[src/rtl/data_bus_if.sv]
// Bridges the single-cycle CPU memory request to a Wishbone-classic bus: holds the
// request until ack, stalls the pipeline meanwhile, and buffers read data under stall.
module data_bus_if #(
    parameter int ADDR_W    = 32,
    parameter int DATA_W    = 32,
    parameter int STALL_BIT = 4,
    parameter int TIMEOUT   = 255
) (
    input  logic                clk,
    input  logic                rst,
    input  logic [5:0]          stall_i,
    input  logic                flush_i,
    input  logic                cpu_ce_i,
    input  logic                cpu_we_i,
    input  logic [ADDR_W-1:0]   cpu_addr_i,
    input  logic [DATA_W/8-1:0] cpu_sel_i,
    input  logic [DATA_W-1:0]   cpu_data_i,
    output logic [DATA_W-1:0]   cpu_data_o,
    output logic                stallreq_o,
    output logic                bus_err_o,
    output logic                bus_cyc_o,
    output logic                bus_stb_o,
    output logic                bus_we_o,
    output logic [ADDR_W-1:0]   bus_adr_o,
    output logic [DATA_W/8-1:0] bus_sel_o,
    output logic [DATA_W-1:0]   bus_dat_o,
    input  logic [DATA_W-1:0]   bus_dat_i,
    input  logic                bus_ack_i
);

    typedef enum logic [1:0] {
        S_IDLE       = 2'd0,
        S_BUSY       = 2'd1,
        S_WAIT_STALL = 2'd2
    } state_e;

    localparam bit         TO_EN   = (TIMEOUT != 0);
    localparam logic [7:0] TO_LAST = 8'(TIMEOUT - 1);

    state_e                state_q;
    logic [7:0]            cnt_q;
    logic [DATA_W-1:0]     rd_buf_q;
    logic                  cyc_q;
    logic                  stb_q;
    logic                  we_q;
    logic                  err_q;
    logic [ADDR_W-1:0]     adr_q;
    logic [DATA_W/8-1:0]   sel_q;
    logic [DATA_W-1:0]     dat_q;

    logic                  stall_hold;
    logic                  timeout_hit;
    logic                  bus_done;
    logic                  stall_unused;

    assign stall_hold   = stall_i[STALL_BIT];
    // Only the consuming stage's stall bit matters; the rest are deliberately ignored.
    assign stall_unused = ^(stall_i & ~(6'b1 << STALL_BIT));
    assign timeout_hit  = TO_EN && (cnt_q == TO_LAST);
    assign bus_done     = (state_q == S_BUSY) && (flush_i || bus_ack_i || timeout_hit);

    // NOTE: every output of an always_comb gets a default first, so no path can infer a latch.
    always_comb begin
        stallreq_o = 1'b0;
        cpu_data_o = '0;
        case (state_q)
            S_IDLE: begin
                stallreq_o = cpu_ce_i & ~flush_i;
            end
            S_BUSY: begin
                stallreq_o = ~bus_ack_i & ~flush_i;
                if (bus_ack_i && !flush_i && !we_q) begin
                    cpu_data_o = bus_dat_i;
                end
            end
            S_WAIT_STALL: begin
                cpu_data_o = rd_buf_q;
            end
            default: begin
                stallreq_o = 1'b0;
            end
        endcase
    end

    // NOTE: state is written with non-blocking assignments so every register samples pre-edge values.
    always_ff @(posedge clk) begin
        if (rst) begin
            state_q  <= S_IDLE;
            cnt_q    <= '0;
            rd_buf_q <= '0;
            cyc_q    <= 1'b0;
            stb_q    <= 1'b0;
            we_q     <= 1'b0;
            err_q    <= 1'b0;
            adr_q    <= '0;
            sel_q    <= '0;
            dat_q    <= '0;
        end else begin
            err_q <= 1'b0;

            // Any way out of BUSY returns the bus to its all-zero idle image.
            if (bus_done) begin
                cyc_q <= 1'b0;
                stb_q <= 1'b0;
                we_q  <= 1'b0;
                adr_q <= '0;
                sel_q <= '0;
                dat_q <= '0;
            end

            case (state_q)
                S_IDLE: begin
                    if (cpu_ce_i && !flush_i) begin
                        cyc_q   <= 1'b1;
                        stb_q   <= 1'b1;
                        we_q    <= cpu_we_i;
                        adr_q   <= cpu_addr_i;
                        sel_q   <= cpu_sel_i;
                        dat_q   <= cpu_data_i;
                        cnt_q   <= '0;
                        state_q <= S_BUSY;
                    end
                end
                S_BUSY: begin
                    cnt_q <= cnt_q + 8'd1;
                    if (flush_i) begin
                        state_q <= S_IDLE;
                    end else if (bus_ack_i) begin
                        if (!we_q) begin
                            rd_buf_q <= bus_dat_i;
                        end
                        state_q <= stall_hold ? S_WAIT_STALL : S_IDLE;
                    end else if (timeout_hit) begin
                        err_q    <= 1'b1;
                        rd_buf_q <= '0;
                        state_q  <= S_IDLE;
                    end
                end
                S_WAIT_STALL: begin
                    if (!stall_hold || flush_i) begin
                        state_q <= S_IDLE;
                    end
                end
                default: begin
                    state_q <= S_IDLE;
                end
            endcase
        end
    end

    assign bus_cyc_o = cyc_q;
    assign bus_stb_o = stb_q;
    assign bus_we_o  = we_q;
    assign bus_adr_o = adr_q;
    assign bus_sel_o = sel_q;
    assign bus_dat_o = dat_q;
    assign bus_err_o = err_q;

endmodule
[config.mk]
export PLATFORM = sky130hd
export DESIGN_NAME = data_bus_if
export DESIGN_NICKNAME = d
export VERILOG_FILES = /design/src/rtl/data_bus_if.sv
export SDC_FILE = /design/constraint.sdc
export NUM_CORES = 1
export LEC_CHECK = 0
export BUFFER_PORTS_ARGS = -buffer_cell sky130_fd_sc_hd__buf_4
export CAP_MARGIN = 40
export CORE_MARGIN = 4
export CORE_UTILIZATION = 30
export CTS_CLUSTER_DIAMETER = 30
export DETAILED_ROUTE_END_ITERATION = 8
export GPL_ROUTABILITY_DRIVEN = 0
export PLACE_DENSITY_LB_ADDON = 0.08
export SETUP_SLACK_MARGIN = 0.3
export SLEW_MARGIN = 15
export SYNTH_ARGS = -nofsm -noshare
export SYNTH_HDL_FRONTEND = slang
export SYNTH_SLANG_ARGS = --single-unit
[constraint.sdc]
create_clock -name clk -period 2.3 [get_ports clk]
set_clock_uncertainty 0.1 [all_clocks]
set_input_delay 0 -clock clk [delete_from_list [all_inputs] [get_ports clk]]
set_output_delay 0 -clock clk [all_outputs]
set_load 0.02 [all_outputs]
* Word-level counts from Yosys, hierarchy flattened *
Index checks and enable logic that the tools add are counted.

word-level totals
  register bits = 114
  word-level logic and storage cells = 74
  input port bits = 112
  output and inout port bits = 105

operators by class
  add/sub/neg operators = 1
  bitwise operators = 5
  equality and inequality tests = 7
  mux-type cells = 34
  reduce and logical (&&, ||, !) cells = 17

operator list
  cell                                           count
  two-way mux 32 bit                             10
  one-hot mux 32 bit (2 select lines)            1
  one-hot mux 8 bit (2 select lines)             1
  two-way mux 2 bit                              6
  two-way mux 4 bit                              3
  two-way mux 1 bit                              10
  adder 8 x 1 -> 8 bit, second input constant    1
  == test 8 bit, second input constant           1
  two-way mux 8 bit                              1
  != test 2 bit, second input constant           3
  one-hot mux 2 bit (3 select lines)             1
  logical AND 1 bit                              4
  != test 4 bit, second input constant           1
  AND reduction 4 bit                            1
  nonzero test 2 bit                             2
  OR reduction 4 bit                             1
  zero test 1 bit                                3
  logical OR 1 bit                               3
  NOT 1 bit                                      3
  AND reduction 3 bit                            1
  bitwise AND 1 bit                              2
  == test 2 x 1 -> 1 bit, second input constant  1
  == test 2 bit, second input constant           1
  zero test 2 bit                                1
  other kinds (2)                                2

* Logic depth before layout (Yosys ltp) *
Gate-level depths: netlist (run 1).

  depth after elaboration = 6
  mapped depth = 9
  gate-level depth less buffers = 6

* Least setup slack after synthesis (run 1) *
OpenSTA, ideal clock, no wires.

  kind = register to output
  from = reg state_q[1]
  to = out cpu_data_o[12]
  arrival = 1.888 ns
  data required time = 2.200 ns
  stages on the path, launching flop included = 10
  setup slack = 0.312 ns
  buffers on the path = 3
  path through = dfxtp_1 -> inv_1 -> ha_1 -> buf_4 -> nand2b_1 -> clkbuf_1 -> nor2_1 -> buf_2 -> nand2_1 -> a21boi_0

between the ends
  cells in the longest elaborated chain, start to end = 2
  elaborated cells on any way between the ends = 3
  classes of those cells = 2 x eq/ne; 1 x mux

ends and longest elaborated chain
  item                                                     line  source
  from (decl)                                              40    state_e state_q;
  from (signal assigned)                                   132   state_q <= stall_hold ? S_WAIT_STALL : S_IDLE;
  == test 2 bit or == test 2 x 1 -> 1 bit (tied branches)  66    case (state_q)
  one-hot mux 32 bit (2 select lines) (*)                  66
  to (decl)                                                18    output logic [DATA_W-1:0] cpu_data_o,

Mark *: on every way between the ends. The rest lies on a longest branch, timed or not.

* Final worst setup path (run 1) *
  from = reg state_q[1]
  to = out cpu_data_o[28]

Same word-level chain as after synthesis.

==> metrics, run 1 <==
Yosys Warn Count 0; CP arrival 1930 ps; Hold Path Class in -> reg; measured slew at the worst slew-check pin between 400 and 500 ps; DR pass1 iterations 4; initial core utilization 0.3092; vias in the first global route 5046; synth unique cells 43; Startpoint Class flop; Setup Total Neg Slack 0 ps; Synth Register Bits 114; metal3 WL between 1000 and 1500 um; Worst setup endpoint cpu_data_o[28]; clk sink count ~110; Main synth FF type dfxtp_1; min Tclk post-route a little over 2000 ps; grt total ovfl 0; Fmax around 500 MHz; Core ar. roughly 15000 um2; Post-synth top cells dfxtp_1, nand2_1, a22o_1; xor and xnor area share after synthesis 0.009671; endpoint class of the critical path primary output; Power Dens Cells between 700 and 800 nW/um2; final total power between 0.006 and 0.007 W; final wirelength 16880 um; Fin. Hold Viols 0; most common cell in the netlist dfxtp_1; Iter 0 DRT Violations approximately 220; final net count a little over 900; Die X ~130 um; Finished Layout Cells 1005; drt wl/cell 16.80 um; largest family of logic cells by synthesized area compound AO/OA/AOI/OAI gates; post-synthesis cell area about 4500 um2; Static Leak 3.554 nW; ranking of synthesized cells by area dfxtp_1, a22o_1, nand2_1, a21boi_0, a31oi_1; Worst-Skew Late Latency approximately 400 ps; largest net degree at the start of global routing 41; max-cap violation count 0; status finished clean; htree depth 4; antenna violations before repair 0; Crit. Startpoint state_q[1]$_SDFFE_PP0P_; final setup fails 0; WHS 245.1 ps; area share of fa/ha/maj cells after synthesis 0.01382; CTS root buffer clkbuf_16; die height around 130 um; Slew Limit Fails 0; RSZ-0062 raised after global routing yes; R2R depth 7; Clock Tree Buf Depth 2; placed cell count roughly 850; worst rel slew slack 0.6743; # IOs between 200 and 250; routed via count ~5000; Via-to-Cell Ratio 4.968; Final Core Density 0.5771; post-synthesis cell count around 490; Tcrit/Tclk final 0.8805; Filler cells ~1200; post-synthesis mux area share 0; Num CTS Buffers 17; diode count 0; area share of the largest cell type after synthesis 0.5040; met1 wire length between 6000 and 7000 um; end of the worst register-to-register path state_q[1]$_SDFFE_PP0P_; top layer used by detailed routing met4; R2R Setup Slk a little under 400 ps; crit path kind reg -> out; Synth Area in Simple Gates 0.1567; Total GRT Usage 0.1890; syn nets approximately 610; Reg clk slew, reported paths approximately 50 ps; area fraction in compound gates after synthesis 0.2697; mean post-synth cell area 9.279 um2; row cnt 44; Worst Path Max Fanout 6; remaining antenna violation count 0; area leader, netlist dfxtp_1; DRC Markers 0; share of cells above drive strength 1 0.4019; Met2 Wirelength ~8400 um; register area share after synthesis 0.5040; CTS tree yes; Area Overhead vs Synth 86.63%; asr flop ratio synth 0; port buffer count 211; die area between 15000 and 20000 um2; Data required, critical path between 2000 and 2500 ps; number of synthesized flops with an enable pin 0; Peak VDD IR 477.4 uV; first-pass GRT wire length 25590 um; FF-to-FF Start state_q[1]$_SDFFE_PP0P_; Post-DP HPWL about 10000 um
==> layout make-up <==
cell class | instances | area [um2] | area share
Clock inverter | 11 | 137.6 | 0.01629
Tap cell | 184 | 230.2 | 0.02724
Timing Repair Buffer | 343 | 3048 | 0.3607
Sequential cell | 114 | 2286 | 0.2705
Inverter | 4 | 15.01 | 0.001777
Clock buffer | 21 | 440.4 | 0.05212
Multi-Input combinational cell | 328 | 2293 | 0.2714
==> sequential cells by signal, summed over array words and instances (netlist names) <==
| name | count |
|---|---|
| bus_we_o | 1 |
| rd_buf_q | 32 |
| bus_adr_o | 32 |
| bus_cyc_o | 1 |
| bus_sel_o | 4 |
| bus_dat_o | 32 |
| bus_err_o | 1 |
| bus_stb_o | 1 |
| cnt_q | 8 |
| state_q | 2 |
==> worst min-delay path by stage <==
stage          slack, ps                        to            from  cells past startpoint
5_1_grt              250  bus_adr_o[11]$_SDFF_PP0_  cpu_addr_i[11]                      3
3_5_place_dp         120  bus_dat_o[23]$_SDFF_PP0_  cpu_data_i[23]                      2
2_1_floorplan         30   bus_adr_o[0]$_SDFF_PP0_   cpu_addr_i[0]                      1
4_1_cts              230   bus_adr_o[2]$_SDFF_PP0_   cpu_addr_i[2]                      3
3_3_place_gp         120  bus_adr_o[12]$_SDFF_PP0_  cpu_addr_i[12]                      2
6_report             250   bus_dat_o[7]$_SDFF_PP0_   cpu_data_i[7]                      3
==> report_power, final <==
part / switching (W) / internal (W) / total (W)
clock network: 0.000907 / 0.00169 / 0.00260
logic: 0.000592 / 0.000661 / 0.00125
registers: 0.0000932 / 0.00212 / 0.00221
==> worst max-delay path, cell delays in order, from the launching register on <==
cell and delay, ps:
dfxtp_2 320, inv_2 70, ha_4 170, nand2b_4 70, nor2_4 200, buf_6 160, clkbuf_16 160, nand2_2 60
a21boi_1 150, buf_4 160
==> routing by layer <==
layer | track usage | vias to the layer above
met2 | 0.3224 | 200
met5 | 0 | -
met4 | 0.06776 | 0
li1 | - | 2407
met3 | 0.06179 | 22
met1 | 0.2222 | 2364
==> cells in the final DEF, fill, tap and decap left out, types with 3 or more instances in the layout <==
| cell type | instances |
|---|---|
| nand2_2 | 14 |
| clkinvlp_4 | 3 |
| dfxtp_1 | 111 |
| a21boi_2 | 24 |
| inv_1 | 3 |
| nor2_1 | 7 |
| clkinv_2 | 5 |
| dfxtp_2 | 3 |
| nand2_1 | 81 |
| ha_1 | 3 |
| buf_12 | 6 |
| nand3_1 | 33 |
| buf_4 | 208 |
| xor2_1 | 4 |
| clkbuf_16 | 18 |
| a21boi_1 | 7 |
| nand2_4 | 7 |
| buf_6 | 20 |
| dlygate4sd3_1 | 106 |
| clkbuf_1 | 4 |
| o21ai_0 | 3 |
| a31oi_1 | 32 |
| a22o_1 | 69 |
| o2111ai_1 | 3 |
| bufinv_16 | 3 |
==> through the flow <==
stage | cell area, um2 | setup WS (ps)
finish | 8451 | 274.8
global route | 8451 | 167.0
CTS | 8120 | 261.8
detailed placement | 6266 | 197.3
global placement | 6266 | 253.8
floorplan | 4528 | 312.4
==> kinds of logic (layout without fill, tap and decap cells) <==
logic type	Yosys count	count (layout)
simple gates	162	163
xor+xnor	5	5
flops	114	114
fa+ha+maj	5	5
buf+inv	47	379
compound gates	155	155
==> repair_timing <==
item,in CTS,in global routing
setup buffers,6,6
resized for setup,55,79
hold buffers,107,0
pin swaps,3,33
cloned,3,1
endpoints found under the hold margin,105,0
setup endpoints to repair,101,122
Power figures use the tool's default switching activity.
==> run 2: changes to the inputs <==
- ABC_AREA: default -> 1
==> run 2 against run 1 <==
  * Critical path depth unchanged
  * Via count increased by 4.9%
  * Critical endpoint is now cpu_data_o[15]
  * Non-clock buffer count shrank 7
  * Cell count up 15%
  * Synthesized cell count rose by 27%
  * Count of clock-buffer cells in the layout grew 5
  * Register-to-register slack better by 90 ps
  * Combinational power increased by 110%
  * Sequential share of layout area increased by 0.22 points
  * Global-route usage shrank 1.5 points
==> metrics, run 2 <==
status finished clean; Main synth FF type dfxtp_1; CTS tree yes; worst rel slew slack 0.5697 (-0.1046); Hold Path Class in -> reg; crit path cell chain inv_2 > ha_4 > nand2_4 > nor3_4 > buf_6 > clkbuf_16 > nand2_1 > a21oi_2 > buf_4; Core ar. 15260 um2 (+4.2%); Power Dens Cells 898.5 nW/um2 (+25%); largest net degree at the start of global routing 94 (+130%); Post-DP HPWL 9723 um (-2.8%); Via-to-Cell Ratio 4.549 (-8.4%); share of cells above drive strength 1 0.3351 (-0.06684); Clock Tree Buf Depth 2 (unchanged); Post-synth top cells nand2_1, a21oi_1, dfxtp_1; met1 usage 0.2044 (-0.01785); max-cap violation count 0 (unchanged); synth unique cells 25 (-42%); die height 133.2 um (+1.8%); Yosys Warn Count 0 (unchanged); ranking of synthesized cells by area dfxtp_1, nand2_1, a21oi_1, o21ai_0, clkbuf_1; min Tclk post-route 1962 ps (-63.23 ps); post-synthesis cell count 620 (+27%); Peak VDD IR 466.8 uV (-2.2%); die area 17750 um2 (+3.7%); RSZ-0062 raised after global routing yes; Setup Total Neg Slack 0 ps (unchanged); diode count 0 (unchanged); Setup WS post-layout 338.0 ps (+63.23 ps); CTS root buffer clkbuf_16; number of synthesized flops with an enable pin 0 (unchanged); final wirelength 16080 um (-4.7%); antenna violations before repair 0 (unchanged); Filler cells 1406 (+15%); initial core utilization 0.3084 (-0.0008055); Num CTS Buffers 17 (unchanged); max incr delay on CP 320 ps (about the same); port buffer count 211 (unchanged); multi-input logic area 2268 um2 (-1.1%); grt total ovfl 0 (unchanged); Worst-Skew Late Latency 400 ps (about the same); CP arrival 1860 ps (-70 ps); Die X 133.2 um (+1.8%); Static Leak 3.471 nW (-2.3%); pre-CTS WS 181.6 ps (-15.70 ps); Data required, critical path 2200 ps (about the same); final setup fails 0 (unchanged); clk sink count 114 (unchanged); endpoint class of the critical path primary output; Crit-path slowest cell dfxtp_2; final net count 1046 (+13%); post-synthesis cell area 4706 um2 (+3.9%); DRC Markers 0 (unchanged); R2R Setup Slk 480 ps (+90 ps); Iter 0 DRT Violations 223 (+3.7%); Startpoint Class flop; row cnt 45 (+2.3%); Synth Register Bits 114 (unchanged); Slew Limit Fails 0 (unchanged); mean post-synth cell area 7.590 um2 (-18%); Total GRT Usage 0.1738 (-0.01521); drt wl/cell 13.97 um (-17%); crit path kind reg -> out; leading cell type in the layout, fill and taps excluded buf_4; Final Core Density 0.5490 (-0.02807); Fmax 509.7 MHz (+3.2%); Worst Path Max Fanout 6 (unchanged); Fin. Hold Viols 0 (unchanged); most frequent cells in the layout buf_4, nand2_1, a21oi_1, dfxtp_1, dlygate4sd3_1; met3 Usage GRT 0.06042 (-0.001366); measured slew at the worst slew-check pin 645.4 ps (+156.8 ps); routed via count 5236 (+4.9%); routing usage on met2 0.2932 (-0.02925); DR pass1 iterations 4 (unchanged); remaining antenna violation count 0 (unchanged); first-pass GRT wire length 25300 um (-1.1%); area leader, netlist dfxtp_1; Reg clk slew, reported paths 50 ps (about the same); GR peak layer met2; htree depth 4 (unchanged); asr flop ratio synth 0 (unchanged); Area Overhead vs Synth 78.01%; # IOs 217 (unchanged); FF+latch area 2285 um2 (about the same); vias in the first global route 5161 (+2.3%); Tcrit/Tclk final 0.8530 (-0.02749); register area share after synthesis 0.4850 (-0.01903); area share of the largest cell type after synthesis 0.4850 (-0.01903); syn nets 737 (+22%); most common cell in the netlist nand2_1
## run 2: cell types whose count changed after synthesis, moves of 10 or more
cell / previous run / this run
a21boi_0: 32 / 0
a21oi_1: 0 / 138
a22o_1: 69 / 0
a31oi_1: 32 / 0
inv_1: 4 / 14
nand2_1: 102 / 189
nand3_1: 33 / 8
o21ai_0: 3 / 70
## run 2: report_power, final
group | internal [W] | switching (W)
combinational | 0.00106 | 0.00156
sequential | 0.00230 | 0.000183
clock | 0.00156 | 0.000861
## run 2: routing by layer
metal  share of wire  vias to the layer above
met5               0                        -
met1            0.43                     2410
met2            0.49                      134
li1                -                     2673
met4           0.019                        0
met3           0.065                       19
## run 2: final timing paths
check                               start                       end  cells past startpoint
setup / recovery  state_q[1]$_SDFFE_PP0P_            cpu_data_o[15]                      9
hold / removal             cpu_addr_i[27]  bus_adr_o[27]$_SDFF_PP0_                      4
setup reg to reg    cnt_q[0]$_SDFFE_PP0P_  bus_dat_o[17]$_SDFF_PP0_                     10
hold reg to reg     cnt_q[4]$_SDFFE_PP0P_     cnt_q[4]$_SDFFE_PP0P_                      2
## run 2: cell type report
cell class	count	share of cell area
repair buffers	336	0.3524
well taps	211	0.03152
inverters	15	0.006721
multi-input cells	445	0.2708
flip-flops and latches	114	0.2727
clock inverters	4	0.002689
clock buffers	26	0.06318
## run 2: logic make-up after synthesis
family	synth area share
AO/OA/AOI/OAI	0.2303
XOR/XNOR	0.003723
adder cells (fa/ha/maj)	0.01329
buffers and inverters	0.07525
flip-flops	0.4850
AND/OR/NAND/NOR	0.1925
## run 2: through the flow
stage / cells / instance area [um2] / hold slack (ps) / power [W]
2_1_floorplan: 620 / 4706 / 69.08 / 0.003898
3_3_place_gp: 1004 / 6369 / 179.0 / 0.004721
3_5_place_dp: 1004 / 6369 / 186.1 / 0.004751
4_1_cts: 1146 / 8104 / 295.2 / 0.007435
5_1_grt: 1151 / 8377 / 320.9 / 0.007967
6_report: 1151 / 8377 / 325.8 / 0.007527
## run 2: worst max-delay path, delay by kind of cell, from the launching register on
| family | cells | cell delay (ps) |
|---|---|---|
| and+or+nand+nor | 3 | 290 |
| buffers and inverters | 4 | 560 |
| AOI/OAI and AO/OA | 1 | 140 |
| DFF | 1 | 320 |
| adders and majority gates | 1 | 150 |
## run 2: what timing repair did
action / in CTS / in global routing
hold buffers: 107 / 0
pin swaps: 5 / 20
setup buffers: 4 / 2
hold endpoints to repair: 114 / 0
setup endpoints to repair: 64 / 32
resized for setup: 21 / 54
gates cloned: 1 / 3
